## config.mk

```make
export PLATFORM = sky130hd
export DESIGN_NAME = lcd_reader
export DESIGN_NICKNAME = d
export VERILOG_FILES = /design/src/rtl/lcd_pkg.sv /design/src/rtl/lcd_bus_sync.sv /design/src/rtl/lcd_reader.sv
export SDC_FILE = /design/constraint.sdc
export NUM_CORES = 1
export LEC_CHECK = 0
export ABC_CLOCK_PERIOD_IN_PS = 2600
export BUFFER_PORTS_ARGS = -buffer_cell sky130_fd_sc_hd__clkbuf_2
export CAP_MARGIN = 30
export CORE_MARGIN = 5
export CORE_UTILIZATION = 35
export CTS_CLUSTER_SIZE = 28
export DETAILED_ROUTE_END_ITERATION = 8
export SYNTH_ARGS = -nofsm -noshare
export SYNTH_HDL_FRONTEND = slang
export SYNTH_SLANG_ARGS = --single-unit
```

## constraint.sdc

```tcl
create_clock -name i_clk -period 2.6 [get_ports i_clk]
set_input_delay 0.26 -clock i_clk [delete_from_list [all_inputs] [get_ports i_clk]]
set_output_delay 0.26 -clock i_clk [all_outputs]
set_load 0.02 [all_outputs]
```

## src/rtl/lcd_pkg.sv

```systemverilog
// Shared definitions for the HD44780 character-LCD controllers: FSM states,
// default bus timing and command/address constants.
package lcd_pkg;

    typedef enum logic [2:0] {
        IDLE,
        SETUP,
        ENHI,
        RECOV,
        DONE
    } state_e;

    // Clock-cycle delays at 50 MHz.
    localparam logic [4:0]  AS_DLY    = 5'h4;
    localparam logic [4:0]  EN_DLY    = 5'h1f;
    localparam logic [11:0] WRITE_DLY = 12'd2000;
    localparam logic [16:0] CLEAR_DLY = 17'd82000;
    localparam logic [21:0] BOOT_DLY  = 22'd2500000;

    localparam logic [7:0] CMD_CLEAR     = 8'h01;
    localparam logic [7:0] CMD_HOME      = 8'h02;
    localparam logic [7:0] CMD_ENTRY_INC = 8'h06;
    localparam logic [7:0] CMD_DISP_ON   = 8'h0c;
    localparam logic [7:0] CMD_FUNC_SET  = 8'h38;
    localparam logic [7:0] CMD_SET_CGRAM = 8'h40;
    localparam logic [7:0] CMD_SET_DDRAM = 8'h80;
    localparam logic [6:0] ADDR_LINE1    = 7'h00;
    localparam logic [6:0] ADDR_LINE2    = 7'h40;

endpackage

```

## src/rtl/lcd_bus_sync.sv

```systemverilog
// Two-flop synchronizer for the 8-bit LCD data bus, which is driven by the
// panel asynchronously to the system clock.
module lcd_bus_sync (
    input  logic       i_clk,
    input  logic       i_rst,
    input  logic [7:0] i_d,
    output logic [7:0] o_q
);

    logic [7:0] meta_q;
    logic [7:0] sync_q;

    always_ff @(posedge i_clk or posedge i_rst) begin
        if (i_rst) begin
            meta_q <= '0;
            sync_q <= '0;
        end else begin
            meta_q <= i_d;
            sync_q <= meta_q;
        end
    end

    assign o_q = sync_q;

endmodule

```

## src/rtl/lcd_reader.sv

```systemverilog
// HD44780 read-cycle controller: status reads (busy flag + address counter),
// data reads, and an optional busy-flag poll loop with timeout.
module lcd_reader #(
    parameter logic [4:0]  AS_DLY   = lcd_pkg::AS_DLY,
    parameter logic [4:0]  EN_DLY   = lcd_pkg::EN_DLY,
    parameter logic [5:0]  RCV_DLY  = 6'h28,
    parameter logic [20:0] POLL_MAX = 21'h13880
) (
    input  logic       i_clk,
    input  logic       i_rst,
    input  logic       i_start,
    input  logic       i_rs,
    input  logic       i_poll,
    output logic       o_busy,
    output logic       o_valid,
    output logic [7:0] o_data,
    output logic       o_busy_flag,
    output logic [6:0] o_addr_cnt,
    output logic       o_timeout,
    input  logic [7:0] LCD_DATA_IN,
    output logic       LCD_DATA_OE,
    output logic       LCD_RS,
    output logic       LCD_RW,
    output logic       LCD_EN
);

    import lcd_pkg::*;

    // The bus is sampled through two sync flops, so EN must stay high longer.
    if (EN_DLY < 5'd3) begin : g_en_dly_chk
        $error("lcd_reader: EN_DLY must be at least 3");
    end

    state_e      state_q, state_d;
    logic [5:0]  count_q, count_d;
    logic [20:0] polls_q, polls_d;
    logic        rs_q, rs_d;
    logic        poll_mode_q, poll_mode_d;
    logic        busy_q, busy_d;
    logic        valid_q, valid_d;
    logic [7:0]  data_q, data_d;
    logic        bf_q, bf_d;
    logic [6:0]  ac_q, ac_d;
    logic        timeout_q, timeout_d;
    logic        lcd_rs_q, lcd_rs_d;
    logic        lcd_rw_q, lcd_rw_d;
    logic        lcd_en_q, lcd_en_d;
    logic [7:0]  bus_sync;

    lcd_bus_sync u_bus_sync (
        .i_clk (i_clk),
        .i_rst (i_rst),
        .i_d   (LCD_DATA_IN),
        .o_q   (bus_sync)
    );

    always_comb begin
        // NOTE: every signal gets a default before the case so no path leaves it unassigned (no latches).
        state_d     = state_q;
        count_d     = count_q;
        polls_d     = polls_q;
        rs_d        = rs_q;
        poll_mode_d = poll_mode_q;
        busy_d      = busy_q;
        valid_d     = 1'b0;
        data_d      = data_q;
        bf_d        = bf_q;
        ac_d        = ac_q;
        timeout_d   = timeout_q;
        lcd_rs_d    = lcd_rs_q;
        lcd_rw_d    = lcd_rw_q;
        lcd_en_d    = lcd_en_q;

        case (state_q)
            IDLE: begin
                if (i_start) begin
                    rs_d        = i_rs;
                    poll_mode_d = i_poll & ~i_rs;
                    busy_d      = 1'b1;
                    lcd_rw_d    = 1'b1;
                    lcd_rs_d    = i_rs;
                    count_d     = {1'b0, AS_DLY};
                    polls_d     = '0;
                    timeout_d   = 1'b0;
                    state_d     = SETUP;
                end
            end
            SETUP: begin
                if (count_q == '0) begin
                    lcd_en_d = 1'b1;
                    count_d  = {1'b0, EN_DLY};
                    state_d  = ENHI;
                end else begin
                    count_d = count_q - 6'd1;
                end
            end
            ENHI: begin
                // Sample on the same edge that drops EN, while the panel still drives the bus.
                if (count_q == '0) begin
                    data_d = bus_sync;
                    if (!rs_q) begin
                        bf_d = bus_sync[7];
                        ac_d = bus_sync[6:0];
                    end
                    lcd_en_d = 1'b0;
                    count_d  = RCV_DLY;
                    state_d  = RECOV;
                end else begin
                    count_d = count_q - 6'd1;
                end
            end
            RECOV: begin
                if (count_q != '0) begin
                    count_d = count_q - 6'd1;
                end else if (poll_mode_q && data_q[7] && (polls_q < POLL_MAX - 21'd1)) begin
                    polls_d = polls_q + 21'd1;
                    count_d = {1'b0, AS_DLY};
                    state_d = SETUP;
                end else begin
                    valid_d   = 1'b1;
                    timeout_d = poll_mode_q & data_q[7];
                    state_d   = DONE;
                end
            end
            DONE: begin
                lcd_rw_d = 1'b0;
                lcd_rs_d = 1'b0;
                busy_d   = 1'b0;
                state_d  = IDLE;
            end
            default: state_d = IDLE;
        endcase
    end

    always_ff @(posedge i_clk or posedge i_rst) begin
        if (i_rst) begin
            state_q     <= IDLE;
            count_q     <= '0;
            polls_q     <= '0;
            rs_q        <= 1'b0;
            poll_mode_q <= 1'b0;
            busy_q      <= 1'b0;
            valid_q     <= 1'b0;
            data_q      <= '0;
            bf_q        <= 1'b1;
            ac_q        <= '0;
            timeout_q   <= 1'b0;
            lcd_rs_q    <= 1'b0;
            lcd_rw_q    <= 1'b0;
            lcd_en_q    <= 1'b0;
        end else begin
            // NOTE: non-blocking so every flop updates from the same pre-edge values.
            state_q     <= state_d;
            count_q     <= count_d;
            polls_q     <= polls_d;
            rs_q        <= rs_d;
            poll_mode_q <= poll_mode_d;
            busy_q      <= busy_d;
            valid_q     <= valid_d;
            data_q      <= data_d;
            bf_q        <= bf_d;
            ac_q        <= ac_d;
            timeout_q   <= timeout_d;
            lcd_rs_q    <= lcd_rs_d;
            lcd_rw_q    <= lcd_rw_d;
            lcd_en_q    <= lcd_en_d;
        end
    end

    assign o_busy      = busy_q;
    assign o_valid     = valid_q;
    assign o_data      = data_q;
    assign o_busy_flag = bf_q;
    assign o_addr_cnt  = ac_q;
    assign o_timeout   = timeout_q;
    assign LCD_DATA_OE = 1'b0;
    assign LCD_RS      = lcd_rs_q;
    assign LCD_RW      = lcd_rw_q;
    assign LCD_EN      = lcd_en_q;

endmodule

```

# Yosys cells after proc, flatten, opt, wreduce, memory -nomap -nowiden
# Cells that the tools add are included.
[word_totals] out_inout_bits=23 regBits=69 wordCells=81 in_bits=13
[op_classes] n_mux=30 n_bitwise=4 order_cmp=1 eq_ne=11 n_addsub=2 reduce_logical=18
[op_table] op="$mux W21" n=3
[op_table] op="$pmux W21 S2" n=1
[op_table] op="$mux W6" n=5
[op_table] op="$pmux W6 S4" n=1
[op_table] op="$add A21 B1 Y21 const B" n=1
[op_table] op="$lt A21 B17 Y1 const B" n=1
[op_table] op="$mux W3" n=5
[op_table] op="$ne A2 B2 Y1 const B" n=6
[op_table] op="$pmux W3 S4" n=1
[op_table] op="$reduce_and A4 Y1" n=3
[op_table] op="$mux W1" n=10
[op_table] op="$reduce_and A3 Y1" n=3
[op_table] op="$pmux W1 S2" n=4
[op_table] op="$eq A3 B2 Y1 const B" n=2
[op_table] op="$logic_not A6 Y1" n=1
[op_table] op="$reduce_and A2 Y1" n=3
[op_table] op="$reduce_bool A2 Y1" n=3
[op_table] op="$reduce_bool A6 Y1" n=1
[op_table] op="$sub A6 B1 Y6 const B" n=1
[op_table] op="$reduce_bool A4 Y1" n=1
[op_table] op="$eq A3 B1 Y1 const B" n=1
[op_table] op="$eq A3 B3 Y1 const B" n=1
[op_table] op="$logic_not A3 Y1" n=1
[op_table] op="$ne A3 B3 Y1 const B" n=1
[op_table] op="3 further kinds" n=6

# Depth between registers and ports, before layout
[logic_depth] ltp_word=5 mapped_depth=8 mapped_depth_nobuf=7

# Modules after synthesis
# Synthesis repeated with hierarchy kept, for this count alone.
[unflattened] hier_cells=265 area_unflattened_um2=2992.9
[modules_own_cells] module="lcd_reader" seq_area_each_um2=1327.5 instances=1 cells_each=248 area_each_um2=2588.7
[modules_own_cells] module="lcd_bus_sync" seq_area_each_um2=400.4 instances=1 cells_each=17 area_each_um2=404.1

# Worst setup path before layout
# OpenSTA, ideal clock, no wires.
[synth_path] path_type="register to register" startpoint="register count_q[0]" endpoint="register data_q[0], in the netlist o_data[0]" slack_ps=424 required_time_ps=2475 n_path_buf=0 period_less_slack_ps=2176 path_stages_with_launch=7 setup_ps=125 t_arrival_ps=2051 path_cell_list="dfrtp_1 > inv_1 > ha_1 > nor4b_4 > nand3b_1 > nor3_2 > mux2_2"
[synth_between] elab_chain_len=2
[synth_lines] item="from (decl)" line_no="lcd_reader.sv:35" rtl="logic [5:0] count_q, count_d;"
[synth_lines] item="from (signal assigned)" line_no="lcd_reader.sv:154" rtl="count_q <= count_d;"
[synth_lines] item="$logic_not A6 Y1" line_no="lcd_reader.sv:99" rtl="if (count_q == '0) begin"
[synth_lines] item="$reduce_and A2 Y1 (no line)"
[synth_lines] item="to (signal assigned)" line_no="lcd_reader.sv:160" rtl="data_q <= data_d;"
[synth_lines] item="to (decl)" line_no="lcd_reader.sv:41" rtl="logic [7:0] data_q, data_d;"
# No other way between the ends.
# A chain may end at the register's enable or synchronous reset.

# Worst setup path after layout
[layout_path] startpoint="register count_q[0]" endpoint="register polls_q[10]"
[layout_between] elab_chain_len=3
[layout_lines] item="$reduce_bool A6 Y1" line_no="lcd_reader.sv:113" rtl="if (count_q != '0) begin"
[layout_lines] item="$ne A2 B2 Y1 (no line)"
[layout_lines] item="$reduce_and A4 Y1 (no line)"
[layout_lines] item="to (signal assigned)" line_no="lcd_reader.sv:155" rtl="polls_q <= polls_d;"
[layout_lines] item="to (decl)" line_no="lcd_reader.sv:36" rtl="logic [20:0] polls_q, polls_d;"
# No other way between the ends.

==> report_table.html <==
<table>
<tr><th>Metric</th><th>Value</th></tr>
<tr><th colspan="2">Die</th></tr>
<tr><td>Count of boundary I/O pins</td><td>36</td></tr>
<tr><td>Area of the core</td><td>8175 um2</td></tr>
<tr><td>Effective utilization at floorplan</td><td>0.3584</td></tr>
<tr><td>Height of the die</td><td>101.5 um</td></tr>
<tr><td>Die Area</td><td>10300 um2</td></tr>
<tr><td>Die outline width</td><td>101.5 um</td></tr>
<tr><td>Std-Cell Rows</td><td>33</td></tr>
<tr><th colspan="2">Global route</th></tr>
<tr><td>Tot GR Track Use</td><td>0.1375</td></tr>
<tr><td>Wire length of the first global-routing pass</td><td>10.95 mm</td></tr>
<tr><td>Via count of the first global-routing pass</td><td>2163</td></tr>
<tr><td>Largest net degree at the start of global routing</td><td>27</td></tr>
<tr><td>Number of antenna violations at the first check in global routing</td><td>0</td></tr>
<tr><td>Total congestion overflow after global routing</td><td>0</td></tr>
<tr><th colspan="2">Status</th></tr>
<tr><td>Status</td><td>finished clean</td></tr>
<tr><th colspan="2">Timing</th></tr>
<tr><td>Worst-case clock skew</td><td>between 0.008 and 0.009 ns</td></tr>
<tr><td>Fin Setup TNS</td><td>0 ns</td></tr>
<tr><td>Final setup margin</td><td>0.1675 ns</td></tr>
<tr><td>Normalized max-slew margin</td><td>0.6064</td></tr>
<tr><td>Clock period minus worst slack</td><td>2.432 ns</td></tr>
<tr><td>Final number of setup-violating endpoints</td><td>0</td></tr>
<tr><td>Fmax</td><td>a little over 400 MHz</td></tr>
<tr><td>Worst-margin pin slew</td><td>0.5883 ns</td></tr>
<tr><td>Setup repair after global routing missed its margin</td><td>no</td></tr>
<tr><td>Number of hold violations in the final report</td><td>0</td></tr>
<tr><td>Final Cycle Share</td><td>0.9356</td></tr>
<tr><td>Pins over their slew limit</td><td>0</td></tr>
<tr><th colspan="2">Logic synthesis</th></tr>
<tr><td>Average footprint of a synthesized cell</td><td>11.14 um2</td></tr>
<tr><td>Warnings from Yosys</td><td>0</td></tr>
<tr><td>Dominant register cell in the synthesized netlist</td><td>sky130_fd_sc_hd__dfrtp_1</td></tr>
<tr><td>Post-synth EDFFs</td><td>0</td></tr>
<tr><td>Sequential element share of the synthesized area</td><td>0.5897</td></tr>
<tr><td>Number of library cell types mapped by synthesis</td><td>45</td></tr>
<tr><td>Number of instances in the synthesized netlist</td><td>263</td></tr>
<tr><td>Post-Synthesis Net Count</td><td>278</td></tr>
<tr><td>Share of async-settable or async-resettable flops after synthesis</td><td>1.000</td></tr>
<tr><td>Post-Syn Area</td><td>2930 um2</td></tr>
<tr><td>Number of storage elements in the synthesis netlist</td><td>69</td></tr>
<tr><th colspan="2">Setup path</th></tr>
<tr><td>Arr. time, crit path</td><td>2.70 ns</td></tr>
<tr><td>Buf+Inv Stages, Crit Path</td><td>1</td></tr>
<tr><td>Category of the critical setup timing path</td><td>flop to flop</td></tr>
<tr><td>Largest stage delay on the critical path</td><td>between 0.5 and 0.6 ns</td></tr>
<tr><td>Largest delay contributor family on the critical path</td><td>simple AND/OR/NAND/NOR gates</td></tr>
<tr><td>Critical path, cell by cell</td><td>inv_1 -&gt; ha_1 -&gt; nor4b_4 -&gt; nand2_2 -&gt; a211o_1 -&gt; or4_1 -&gt; a21oi_1</td></tr>
<tr><td>Cell type of the slowest stage on the worst timing path</td><td>sky130_fd_sc_hd__or4_1</td></tr>
<tr><td>Kind of capture point of the worst setup path</td><td>flop</td></tr>
<tr><td>Critical Path Fanout Max</td><td>18</td></tr>
<tr><td>Critical path data required time</td><td>2.87 ns</td></tr>
<tr><td>Startpoint kind of the worst setup timing path</td><td>flop</td></tr>
<tr><th colspan="2">Power</th></tr>
<tr><td>Final Total Pwr</td><td>~0.0020 W</td></tr>
<tr><td>Total power density per cell area</td><td>553.0 nW/um2</td></tr>
<tr><td>Leakage</td><td>between 1.5 and 2 nW</td></tr>
<tr><td>Worst ir drop on vdd</td><td>0.2856 mV</td></tr>
<tr><th colspan="2">CTS</th></tr>
<tr><td>Number of clock buffers inserted by TritonCTS</td><td>9</td></tr>
<tr><td>H-Tree Level Count</td><td>3</td></tr>
<tr><td>CTS tree</td><td>done</td></tr>
<tr><td>Root Driver</td><td>sky130_fd_sc_hd__clkbuf_8</td></tr>
<tr><td>Clock transition at the registers of the reported paths</td><td>0.08 ns</td></tr>
<tr><td>Sinks on Clock Net</td><td>69</td></tr>
<tr><td>Later-pin clock latency in the skew report</td><td>around 0.34 ns</td></tr>
<tr><td>Setup Buffers After CTS</td><td>0</td></tr>
<tr><td>Resize count post-CTS</td><td>0</td></tr>
<tr><td>Clock tree buffer depth</td><td>2</td></tr>
<tr><th colspan="2">Cells and area</th></tr>
<tr><td>Synthesis-to-layout area growth</td><td>21.05%</td></tr>
<tr><td>Ant diodes</td><td>0</td></tr>
<tr><td>Fraction of final layout cells with drive strength greater than 1</td><td>0.2677</td></tr>
<tr><td>Combined area of the multi-input logic cells</td><td>between 1000 and 1500 um2</td></tr>
<tr><td>Number of fill cells in the layout</td><td>a little under 800</td></tr>
<tr><td>Number of nets in the layout</td><td>335</td></tr>
<tr><td>Footprint of the flip-flops and latches</td><td>1728 um2</td></tr>
<tr><th colspan="2">Placed design</th></tr>
<tr><td>DP HPWL</td><td>~4.4 mm</td></tr>
<tr><td>Routability congestion estimate</td><td>0.8258</td></tr>
<tr><td>Worst setup timing slack at the placement stage</td><td>0.2009 ns</td></tr>
<tr><td>Count of input and output buffers</td><td>34</td></tr>
<tr><th colspan="2">Min path</th></tr>
<tr><td>Type of the worst min-delay path</td><td>input port to flop</td></tr>
<tr><th colspan="2">Routing</th></tr>
<tr><td>Via count of the routed design</td><td>approximately 2.2k</td></tr>
<tr><td>Vias per cell</td><td>5.081</td></tr>
<tr><td>Pre-antenna DRT Iters</td><td>4</td></tr>
<tr><td>DRC violations left</td><td>0</td></tr>
<tr><td>Final routed wirelength across all metal layers</td><td>6.301 mm</td></tr>
<tr><td>Starting DRC count in detailed routing</td><td>159</td></tr>
<tr><td>Count of nets left with antenna violations after detail routing</td><td>0</td></tr>
<tr><td>Routed wire per std cell</td><td>14.65 um</td></tr>
<tr><th colspan="2">Flow run</th></tr>
<tr><td>MaxCap Viol Count</td><td>0</td></tr>
</table>
[repair_timing]
item | 4_1_cts | 5_1_grt
setup endpoints to repair | 0 | 0
hold buffers | 7 | 0
hold endpoints to repair | 30 | 0
[layer usage]
metal  global-route usage  share of wire  wire length, um
met5                    0              0                0
met4              0.05624         0.0090               57
met3              0.03306          0.043              272
met2               0.2088           0.47             2972
met1               0.1894           0.48             3000
[area by class of cell]
cell class                 count  share of cell area
clock buffer                   9             0.03492
clock inverter                 7             0.01728
inverter                       5            0.005291
multi-input combinational    181              0.3231
sequential                    69              0.4871
tap                          105             0.03704
timing repair buffer          54             0.09524
[worst paths after layout]
| kind | depth (start not counted) | slack [ns] | from | end |
|---|---|---|---|---|
| setup / recovery | 7 | 0.17 | count_q[0]$_DFFE_PP0P_ | polls_q[10]$_DFFE_PP0P_ |
| hold / removal | 1 | 0.02 | LCD_DATA_IN[1] | u_bus_sync.meta_q[1]$_DFF_PP0_ |
| min in group asynchronous | 3 | 0.49 | i_rst | o_addr_cnt[3]$_DFFE_PP0P_ |
| setup reg to reg | 7 | 0.17 | count_q[0]$_DFFE_PP0P_ | polls_q[10]$_DFFE_PP0P_ |
| hold reg to reg | 0 | 0.35 | u_bus_sync.meta_q[5]$_DFF_PP0_ | u_bus_sync.o_q[5]$_DFF_PP0_ |
| max in group asynchronous | 4 | 1.35 | i_rst | o_busy_flag$_DFFE_PP1P_ |
[registers in the layout, summed over array words and instances (netlist names), 3 cells and up]
name,cells
o_addr_cnt,7
o_data,8
u_bus_sync.o_q,8
polls_q,21
count_q,6
u_bus_sync.meta_q,8
state_q,3
[stage by stage]
stage | util | cell area, um2 | cells | hold slack (ns)
after CTS | 0.4339 | 3547 | 430 | 0.001998
after detailed placement | 0.4027 | 3292 | 407 | 0.3338
after global routing | 0.4339 | 3547 | 430 | 0.0007150
after global placement | 0.4027 | 3292 | 407 | 0.3285
final | 0.4339 | 3547 | 430 | 0.02079
after floorplan | - | 2930 | 263 | 0.2914
[power breakdown]
group	internal, W	switching, W	total (W)	leakage [nW]
Clock	0.000366	0.000464	0.000830	0.0892
Sequential	0.00108	0.00000413	0.00109	0.840
Combinational	0.0000156	0.0000267	0.0000424	0.732
[cells in the mapped netlist (3+ instances only)]
cell                       count  area, um2
sky130_fd_sc_hd__clkbuf_1      6      22.52
sky130_fd_sc_hd__nand3_1      12      60.06
sky130_fd_sc_hd__dfrtp_1      68       1702
sky130_fd_sc_hd__inv_1         5      18.77
sky130_fd_sc_hd__mux2_2       16      180.2
sky130_fd_sc_hd__nor3_1        6      30.03
sky130_fd_sc_hd__a211oi_1      4      30.03
sky130_fd_sc_hd__xnor2_1       3      26.28
sky130_fd_sc_hd__nor4_1        4      25.02
sky130_fd_sc_hd__o21ai_0      14      70.07
sky130_fd_sc_hd__nor2_1       17      63.81
sky130_fd_sc_hd__and3_1       10      62.56
sky130_fd_sc_hd__and2_1        4      25.02
sky130_fd_sc_hd__a31oi_1       4      25.02
sky130_fd_sc_hd__nand2_1      30      112.6
sky130_fd_sc_hd__or3_1         4      25.02
sky130_fd_sc_hd__nand4_1       4      25.02
sky130_fd_sc_hd__a211o_1       3      26.28
sky130_fd_sc_hd__a21oi_1      16      80.08
[cell usage in the layout, fill, tap and decap left out, types with 2 or more instances in the layout]
cell / netlist / layout
sky130_fd_sc_hd__a21oi_1: 16 / 16
sky130_fd_sc_hd__a21o_1: 2 / 2
sky130_fd_sc_hd__mux2_2: 16 / 16
sky130_fd_sc_hd__buf_4: 2 / 13
sky130_fd_sc_hd__a31oi_1: 4 / 4
sky130_fd_sc_hd__dfrtp_1: 68 / 68
sky130_fd_sc_hd__a211oi_1: 4 / 4
sky130_fd_sc_hd__or3_1: 4 / 4
sky130_fd_sc_hd__or4_1: 2 / 2
sky130_fd_sc_hd__nand3_1: 12 / 12
sky130_fd_sc_hd__nor4_1: 4 / 4
sky130_fd_sc_hd__a211o_1: 3 / 3
sky130_fd_sc_hd__nor3_1: 6 / 6
sky130_fd_sc_hd__nand2_1: 30 / 30
sky130_fd_sc_hd__inv_6: 0 / 4
sky130_fd_sc_hd__and2_1: 4 / 4
sky130_fd_sc_hd__clkbuf_2: 0 / 34
sky130_fd_sc_hd__nor2_1: 17 / 17
sky130_fd_sc_hd__clkbuf_8: 0 / 9
sky130_fd_sc_hd__mux2i_1: 2 / 2
sky130_fd_sc_hd__o31ai_1: 2 / 2
sky130_fd_sc_hd__inv_1: 5 / 4
sky130_fd_sc_hd__xnor2_1: 3 / 3
sky130_fd_sc_hd__clkinvlp_4: 0 / 2
sky130_fd_sc_hd__nand3b_1: 2 / 2
sky130_fd_sc_hd__dlygate4sd3_1: 0 / 7
sky130_fd_sc_hd__o21ai_0: 14 / 14
sky130_fd_sc_hd__ha_1: 2 / 2
sky130_fd_sc_hd__nand4_1: 4 / 4
sky130_fd_sc_hd__and3_1: 10 / 10
[cells by family after synthesis]
| logic type | after synthesis | share of synthesized area |
|---|---|---|
| AOI/OAI and AO/OA | 52 | 0.1102 |
| other | 1 | 0.001280 |
| muxes | 18 | 0.06832 |
| xor gates and xnor gates | 3 | 0.008968 |
| DFF | 69 | 0.5897 |
| adders and majority gates | 2 | 0.008538 |
| buffers and inverters | 13 | 0.01921 |
| and+or+nand+nor | 105 | 0.1938 |
Note: power is estimated with default switching activity, not from simulation.
